<file path="src/rtl/sdma_channel_arbiter.sv">
// sdma_channel_arbiter
//   Shares one SDMA channel between NUM_REQ level-sensitive requesters using
//   round-robin arbitration. A four-state FSM (IDLE, REQ, XFER, CMPL) issues
//   the channel request and waits for the channel to go active. It then waits
//   for the done pulse and reports completion or timeout to the granted
//   requester.
//
// Ports
//   WB_CLK          clock
//   WB_RST_n        asynchronous active-low reset
//   Enable_i        permits new grants (a transfer in flight always finishes)
//   Timeout_Val_i   per-transfer cycle limit, 0 disables the timeout
//   Req_i           level DMA requests, one bit per requester
//   Sreq_i          single-request qualifiers, one bit per requester
//   Grant_o         registered one-hot grant
//   Done_o          one-cycle completion pulse to the granted requester
//   Timeout_o       one-cycle timeout pulse to the granted requester
//   Busy_o          high whenever the FSM is not IDLE
//   SDMA_Req_o      channel request line
//   SDMA_Sreq_o     channel single-request line
//   SDMA_Active_i   channel active level
//   SDMA_Done_i     channel done pulse
module sdma_channel_arbiter #(
  parameter int NUM_REQ = 4,
  parameter int TO_W    = 16
) (
  input  logic               WB_CLK,
  input  logic               WB_RST_n,
  input  logic               Enable_i,
  input  logic [TO_W-1:0]    Timeout_Val_i,
  input  logic [NUM_REQ-1:0] Req_i,
  input  logic [NUM_REQ-1:0] Sreq_i,
  output logic [NUM_REQ-1:0] Grant_o,
  output logic [NUM_REQ-1:0] Done_o,
  output logic [NUM_REQ-1:0] Timeout_o,
  output logic               Busy_o,
  output logic               SDMA_Req_o,
  output logic               SDMA_Sreq_o,
  input  logic               SDMA_Active_i,
  input  logic               SDMA_Done_i
);

  localparam int IDX_W = (NUM_REQ > 1) ? $clog2(NUM_REQ) : 1;

  typedef enum logic [1:0] {
    ST_IDLE = 2'd0,
    ST_REQ  = 2'd1,
    ST_XFER = 2'd2,
    ST_CMPL = 2'd3
  } state_e;

  state_e             state_q, state_d;
  logic [IDX_W-1:0]   gidx_q, gidx_d;
  logic [IDX_W-1:0]   last_q, last_d;
  logic [NUM_REQ-1:0] grant_q, grant_d;
  logic [NUM_REQ-1:0] done_q, done_d;
  logic [NUM_REQ-1:0] tmo_q, tmo_d;
  logic               chreq_q, chreq_d;
  logic               chsreq_q, chsreq_d;
  logic [TO_W-1:0]    cnt_q, cnt_d;
  // Held low for the first clock edge after reset release so that no grant
  // can be issued on that edge.
  logic               arm_q;

  logic               found;
  logic [IDX_W-1:0]   pick;
  logic [IDX_W-1:0]   cand;
  logic [TO_W-1:0]    elapsed;
  logic               in_xfer;
  logic               tmo_hit;

  // Round-robin search beginning one past the last served requester.
  always_comb begin
    found = 1'b0;
    pick  = '0;
    cand  = '0;
    for (int k = 1; k <= NUM_REQ; k++) begin
      cand = IDX_W'((int'(last_q) + k) % NUM_REQ);
      if (!found && Req_i[cand]) begin
        found = 1'b1;
        pick  = cand;
      end
    end
  end

  // elapsed counts the REQ/XFER cycles spent so far, including the current
  // one. A limit of N therefore gives a grant lasting N cycles, and the
  // timeout pulse appears N cycles after the grant.
  assign elapsed = (cnt_q == {TO_W{1'b1}}) ? cnt_q : cnt_q + TO_W'(1);
  assign in_xfer = (state_q == ST_REQ) || (state_q == ST_XFER);
  assign tmo_hit = in_xfer && (Timeout_Val_i != '0) && (elapsed == Timeout_Val_i);

  always_comb begin
    state_d  = state_q;
    gidx_d   = gidx_q;
    last_d   = last_q;
    grant_d  = grant_q;
    done_d   = '0;
    tmo_d    = '0;
    chreq_d  = chreq_q;
    chsreq_d = chsreq_q;
    cnt_d    = cnt_q;

    unique case (state_q)
      ST_IDLE: begin
        grant_d  = '0;
        chreq_d  = 1'b0;
        chsreq_d = 1'b0;
        if (arm_q && Enable_i && found) begin
          state_d  = ST_REQ;
          gidx_d   = pick;
          grant_d  = NUM_REQ'(1) << pick;
          chreq_d  = 1'b1;
          chsreq_d = Sreq_i[pick];
          cnt_d    = '0;
        end
      end

      ST_REQ: begin
        cnt_d = elapsed;
        // Done outranks timeout, which outranks active, which outranks cancel.
        if (SDMA_Done_i) begin
          state_d  = ST_CMPL;
          done_d   = grant_q;
          chreq_d  = 1'b0;
          chsreq_d = 1'b0;
          last_d   = gidx_q;
        end else if (tmo_hit) begin
          state_d  = ST_IDLE;
          tmo_d    = grant_q;
          grant_d  = '0;
          chreq_d  = 1'b0;
          chsreq_d = 1'b0;
          last_d   = gidx_q;
        end else if (SDMA_Active_i) begin
          state_d  = ST_XFER;
          chreq_d  = 1'b0;
          chsreq_d = 1'b0;
        end else if (!Req_i[gidx_q]) begin
          state_d  = ST_IDLE;
          grant_d  = '0;
          chreq_d  = 1'b0;
          chsreq_d = 1'b0;
          last_d   = gidx_q;
        end
      end

      ST_XFER: begin
        cnt_d = elapsed;
        if (SDMA_Done_i) begin
          state_d = ST_CMPL;
          done_d  = grant_q;
          last_d  = gidx_q;
        end else if (tmo_hit) begin
          state_d = ST_IDLE;
          tmo_d   = grant_q;
          grant_d = '0;
          last_d  = gidx_q;
        end
      end

      ST_CMPL: begin
        state_d = ST_IDLE;
        grant_d = '0;
      end

      default: begin
        state_d = ST_IDLE;
        grant_d = '0;
      end
    endcase
  end

  always_ff @(posedge WB_CLK or negedge WB_RST_n) begin
    if (!WB_RST_n) begin
      state_q  <= ST_IDLE;
      gidx_q   <= '0;
      last_q   <= IDX_W'(NUM_REQ - 1);
      grant_q  <= '0;
      done_q   <= '0;
      tmo_q    <= '0;
      chreq_q  <= 1'b0;
      chsreq_q <= 1'b0;
      cnt_q    <= '0;
      arm_q    <= 1'b0;
    end else begin
      state_q  <= state_d;
      gidx_q   <= gidx_d;
      last_q   <= last_d;
      grant_q  <= grant_d;
      done_q   <= done_d;
      tmo_q    <= tmo_d;
      chreq_q  <= chreq_d;
      chsreq_q <= chsreq_d;
      cnt_q    <= cnt_d;
      arm_q    <= 1'b1;
    end
  end

  assign Grant_o     = grant_q;
  assign Done_o      = done_q;
  assign Timeout_o   = tmo_q;
  assign Busy_o      = (state_q != ST_IDLE);
  assign SDMA_Req_o  = chreq_q;
  assign SDMA_Sreq_o = chsreq_q;

endmodule

</file>
<file path="config.mk">
export PLATFORM = sky130hd
export DESIGN_NAME = sdma_channel_arbiter
export DESIGN_NICKNAME = d
export VERILOG_FILES = /design/src/rtl/sdma_channel_arbiter.sv
export SDC_FILE = /design/constraint.sdc
export NUM_CORES = 1
export LEC_CHECK = 0
export BUFFER_PORTS_ARGS = -buffer_cell sky130_fd_sc_hd__buf_2
export CORE_UTILIZATION = 63
export CTS_BUF_LIST = sky130_fd_sc_hd__clkbuf_16
export DETAILED_ROUTE_END_ITERATION = 10
export PLACE_DENSITY = 0.94
export SYNTH_ARGS = -nofsm -noshare
export SYNTH_HDL_FRONTEND = slang
export SYNTH_SLANG_ARGS = --single-unit
</file>
<file path="constraint.sdc">
create_clock -name WB_CLK -period 6.1 [get_ports WB_CLK]
set_clock_uncertainty 0.2 [all_clocks]
set_input_delay 0.305 -clock WB_CLK [delete_from_list [all_inputs] [get_ports WB_CLK]]
set_output_delay 0.305 -clock WB_CLK [all_outputs]
set_load 0.005 [all_outputs]
</file>
# Word-level counts from Yosys, hierarchy flattened
# Index checks and enable logic that the tools add are counted.
# W data, S select, Z words.
# totals
reg_bits	37
output_inout_bits	15
inputBits	29
# op_classes
n_eq_ne	15
n_mux	59
order_cmp	6
shifts	1
n_addsub	5
reduce_logical	24
# ops
cell	n
$mux W4	12
$mux W2	17
$mux W16	2
$pmux W16 S2	1
$lt A2 B3 Y1 const B	6
$add A16 B1 Y16 const B	1
$eq A16 B16 Y1	1
$eq A16 B16 Y1 const B	1
$mux W1	16
$pmux W4 S4	1
$reduce_bool A16 Y1	1
$bmux W1 S2	6
$ne A3 B3 Y1 const B	3
$ne A2 B2 Y1 const B	4
$ne A4 B4 Y1 const B	2
$pmux W2 S4	1
$reduce_bool A2 Y1	4
$logic_and A1 B1 Y1	7
$reduce_and A2 Y1	3
$ne A5 B5 Y1 const B	1
$reduce_and A5 Y1	1
$add A2 B1 Y2 const B	2
$add A2 B2 Y2 const B	2
$eq A2 B2 Y1 const B	2
other kinds (10)	13

# Depth between registers and ports, before layout
# depth
word_depth	17
mapped_depth	12
ltp_nobuf	9

# Least setup slack after synthesis
# OpenSTA, ideal clock, no wires.
# synth_timing
kind	register to register
startpoint	register cnt_q[0]
endpoint	register tmo_q[0], in the netlist Timeout_o[0]
setup_slack_ns	2.749
t_arrival_ns	3.085
required_time_ns	5.833
n_path_buf	2
setup_time_ns	0.067
path_stages_with_launch	12
path_cell_list	dfrtp_1 ha_1 buf_4 nand3_1 nor4_1 clkbuf_1 mux2i_1 nand2_1 or4_1 or3_4 nor3_4 and3_1
# synth_via
elab_chain_cells	7
word_cells_on_any_way	8
classes_between	1 x add/sub; 2 x eq/ne; 4 x mux; 1 x reduce/logical
# synth_lines
element	line	text
start: declaration	60	logic [TO_W-1:0] cnt_q, cnt_d;
start signal: assignment	195	cnt_q <= cnt_d;
$add A16 B1 Y16 or $eq A16 B16 Y1 (tied branches)	89	assign elapsed = (cnt_q == {TO_W{1'b1}}) ? cnt_q : cnt_q + TO_W'(1);
$mux W16 *	89	
$eq A16 B16 Y1 *	91	assign tmo_hit = in_xfer && (Timeout_Val_i != '0) && (elapsed == Timeout_Val_i);
$logic_and A1 B1 Y1 *	91	
$mux W4 *	128, 154	
$mux W4 *	122	if (SDMA_Done_i) begin
$mux W4 *	-	
via tmo_d[0]	57	logic [NUM_REQ-1:0] tmo_q, tmo_d;
end signal: assignment	192	tmo_q <= tmo_d;
end: declaration	57	
# The timed path passes the listed nets; every way through them passes the cells marked *.
# A chain may end at the register's enable or synchronous reset.

# Worst setup path in the final report
# layout_timing
startpoint	register cnt_q[1]
endpoint	register grant_q[3], in the netlist Grant_o[3]
# layout_via
elab_chain_cells	7
word_cells_on_any_way	12
classes_between	1 x add/sub; 5 x eq/ne; 4 x mux; 2 x reduce/logical
# layout_lines
element	line	text
$add A16 B1 Y16 or $eq A16 B16 Y1 (tied branches)	89	
$mux W16 *	89	
$eq A16 B16 Y1 *	91	
$logic_and A1 B1 Y1 *	91	
$mux W4	128	end else if (tmo_hit) begin
$mux W4	122	
$pmux W4 S4	104	unique case (state_q)
end signal: assignment	190	grant_q <= grant_d;
end: declaration	55	logic [NUM_REQ-1:0] grant_q, grant_d;
# Every way passes the cells marked *; elsewhere a longest branch is shown, timed or not. The select of a mux whose other input is x is not followed.

==> summary by stage <==
Floorplan
The count of boundary I/O pins is 44. The floorplan row count is 25. The die boundary width is 72.0 um. From bottom edge to top edge, the die measures 72.0 um. The die covers 5180 sq um. The initial utilization of the core area, before any placement, comes to 0.653. The floorplan step defined a core boundary enclosing 4720 sq um.

Flow run
The number of maximum-capacitance violations is 0.

STA
The final count of hold timing violations was 0. Setup violations remaining at the end of the flow were counted as 0. For this run, the top clock speed supported by timing is 256 MHz. On the final layout, the worst hold slack is 0.193 ns. After routing, the total negative slack on setup checks comes to 0 ns. The portion of the clock cycle consumed by the worst path in the final layout is 0.641. Setup repair after global routing left no endpoint under its margin. For the pin with the worst max-slew slack, the measured transition is 0.902 ns. Headroom to the max-slew limit came out at 0.394. The clock period could shrink to 3.91 ns. The count of final max-slew check failures is 0.

Clocking
TritonCTS built the clock tree. The maximum clock insertion buffer count is 2. The number of buffers added by the clock tree synthesis step is 5. The root buffer selected by CTS is sky130_fd_sc_hd__clkbuf_16. The number of levels the H-tree was split into is 2. The clock latency at the later pin of the worst-skew pair is 0.28 ns.

The number of sinks on the clock net is 37. The CTS clock-pin slew for the worst setup and hold paths is 0.06 ns. The number of setup buffers added after CTS is 0.

Yosys
After technology mapping, the gate count stands at 372. The post-synthesis net count is 405. For this run, the register share of the synthesized area comes to 0.301. The number of synthesized flops with an enable pin is 0. Averaged over all synthesized cells, the footprint is 8.29 sq um. The post-synthesis cell type count is 72.

In the synthesized netlist the async set-or-reset flop fraction comes to 1.00. Yosys printed 0 warnings. The synthesized netlist occupies a cell area of 3080 sq um. Among all flip-flop cells after synthesis, the most frequent one is sky130_fd_sc_hd__dfrtp_1. The flip-flop and latch count after synthesis is 37.

Status
The run finished with clean final reports.

Final layout
The number of diodes is 0. The area added between synthesis and finish is 12.7%. The layout filler cell count is 349. The number of standard cells in the final layout excluding fillers is 469. The leading cell type in the layout, fill and taps excluded is sky130_fd_sc_hd__nand2_1. In the final layout, the share of cells above drive strength 1 is 0.189.

Summing all multi-input logic gate instances after layout gives 1990 sq um. The number of nets in the layout is 434. Leaving out fill and tap cells, the most frequent cells in the layout are sky130_fd_sc_hd__nand2_1, sky130_fd_sc_hd__buf_2, sky130_fd_sc_hd__dfrtp_1, sky130_fd_sc_hd__o21ai_0, sky130_fd_sc_hd__nor2_1. Across the whole layout, storage elements account for 928 sq um.

Global routing
Entering global routing, the biggest net connects 38 pins. In the global route stage, overall resource usage came out at 0.358. The total grt overflow is 0. The number of antenna violations at the first check in global routing was 0. The number of global-route vias before repair is 2885. The global-route wire length before repair is 14300 um.

Drt
The number of DRC markers in iteration 0 is 415. The first detailed-routing pass ran for 6 iterations. Summed over all layers, the routed wires come to 8760 um. The per-cell via count in the routed design is 6.71.

The post-route antenna net violation count is 0. In the routed design, unresolved DRC markers number 0. The detail-routed net length per standard cell is 18.7 um.

The via count is 3149.

Pwr
The net switching component of the power is 0.549 mW. The share of total power dissipated in the clock network is 0.268. For this design the ratio of total power to cell area is 371 nW/um^2.

Internal power comes to 0.740 mW. In this run the static leakage power is 1.51 nW. Of the total power, the share spent switching nets is 0.426. Of the total power, registers draw 0.270. The share of total power dissipated in combinational logic is 0.463. The worst-case IR drop observed on VDD is 357 uV.

Setup path
The endpoint class of the critical path is a flop. The path type of the worst setup path is flop to flop. The maximum net fanout on the critical path is 18. The worst-case register-to-register setup slack is 2.19 ns. The kind of start point of the critical path is a flop. The arrival time of data at the critical path endpoint is 3.87 ns.

The required time reported for the critical path endpoint is 6.07 ns.

Worst hold path
The class of the worst hold path is input port to flop.

Placement
After detailed placement, the design holds a cell count of 460. The congestion estimate from routability-driven global placement came to 1.05. Detailed placement ended at an HPWL of 6330 um.

Port buffering added 43 buffers.
-- synthesized netlist by cell type (all sizes together) (5+ instances only) --
cell	number	area share
or3	5	0.012
nand3b	5	0.012
clkbuf	10	0.013
nand3	19	0.031
mux2	7	0.027
o22ai	5	0.010
nand4	13	0.038
and3	12	0.024
xor2	5	0.014
nor2b	5	0.010
nand2	44	0.054
and4	5	0.015
nand2b	7	0.014
nor3	6	0.013
dfrtp	35	0.28
nor4	16	0.041
inv	13	0.016
xnor2	10	0.028
nor2	22	0.027
buf	13	0.026
a21oi	17	0.028
o21ai	31	0.050
-- area by class of cell --
class / instances / area share
Inverter: 14 / 0.0151
Clock inverter: 3 / 0.0198
Timing Repair Buffer: 45 / 0.0669
Sequential cell: 37 / 0.267
Multi-Input combinational cell: 298 / 0.571
Tap cell: 67 / 0.0241
Clock buffer: 5 / 0.0360
-- critical path, cell delays in order, from the launching register on --
cell	delay, ns
sky130_fd_sc_hd__dfrtp_1	0.47
sky130_fd_sc_hd__ha_1	0.40
sky130_fd_sc_hd__and3_1	0.40
sky130_fd_sc_hd__nand4_4	0.31
sky130_fd_sc_hd__and4_1	0.37
sky130_fd_sc_hd__mux2_4	0.34
sky130_fd_sc_hd__nor4_1	0.30
sky130_fd_sc_hd__nand4_1	0.23
sky130_fd_sc_hd__o41ai_4	0.39
sky130_fd_sc_hd__mux2_2	0.38
-- worst paths after layout --
path	startpoint	endpoint	cells after the start
setup / recovery	cnt_q[1]	Grant_o[3]	9
hold / removal	SDMA_Active_i	SDMA_Sreq_o	3
setup reg to reg	cnt_q[1]	Grant_o[3]	9
hold reg to reg	Grant_o[1]	Grant_o[1]	1
max in group asynchronous	WB_RST_n	cnt_q[6]	2
min in group asynchronous	WB_RST_n	cnt_q[12]	2
-- sequential cells by signal, indices dropped and copies added (netlist names) --
name,count
gidx_q,2
Done_o,4
Grant_o,4
arm_q,1
last_q,2
SDMA_Sreq_o,1
SDMA_Req_o,1
state_q,2
Timeout_o,4
cnt_q,16
-- repair_timing --
item                      4_1_cts  5_1_grt
hold endpoints to repair       35        0
hold buffers                    1        0
gates resized for setup         0        0
-- per-stage QoR --
step | utilization | setup WS, ns | power, mW | area [sq um]
after floorplan | - | 2.75 | 0.774 | 3080
after global placement | 0.693 | 2.45 | 0.896 | 3270
after detailed placement | 0.693 | 2.31 | 0.921 | 3270
after CTS | 0.736 | 2.25 | 1.27 | 3480
after global routing | 0.736 | 1.98 | 1.36 | 3480
final | 0.736 | 2.19 | 1.29 | 3480
-- power groups by stage --
stage                     Clock, mW  Sequential [mW]  Combinational [mW]
final                         0.345            0.347               0.596
after global routing          0.354            0.355               0.647
after CTS                     0.344            0.345               0.578
after detailed placement          0            0.350               0.571
after global placement            0            0.346               0.550
after floorplan                   0            0.325               0.449
-- routing by layer --
metal,up-vias,routed length [um],GRT usage
li1,1460,-,-
met1,1461,3630,0.500
met2,191,3980,0.569
met3,37,830,0.0667
met4,0,318,0.111
met5,-,0,0
-- logic make-up (layout without fill, tap and decap cells) --
family                     after synthesis  count (layout)  synth area share
xor gates and xnor gates                15              15            0.0426
and+or+nand+nor                        167             167             0.310
AOI/OAI and AO/OA                       98              98             0.220
adders and majority gates                4               4            0.0162
buffers and inverters                   37              67            0.0552
DFF                                     37              37             0.301
other                                    1               1           0.00122
muxes                                   13              13            0.0544
No activity file was read; power rests on OpenSTA's default activity.
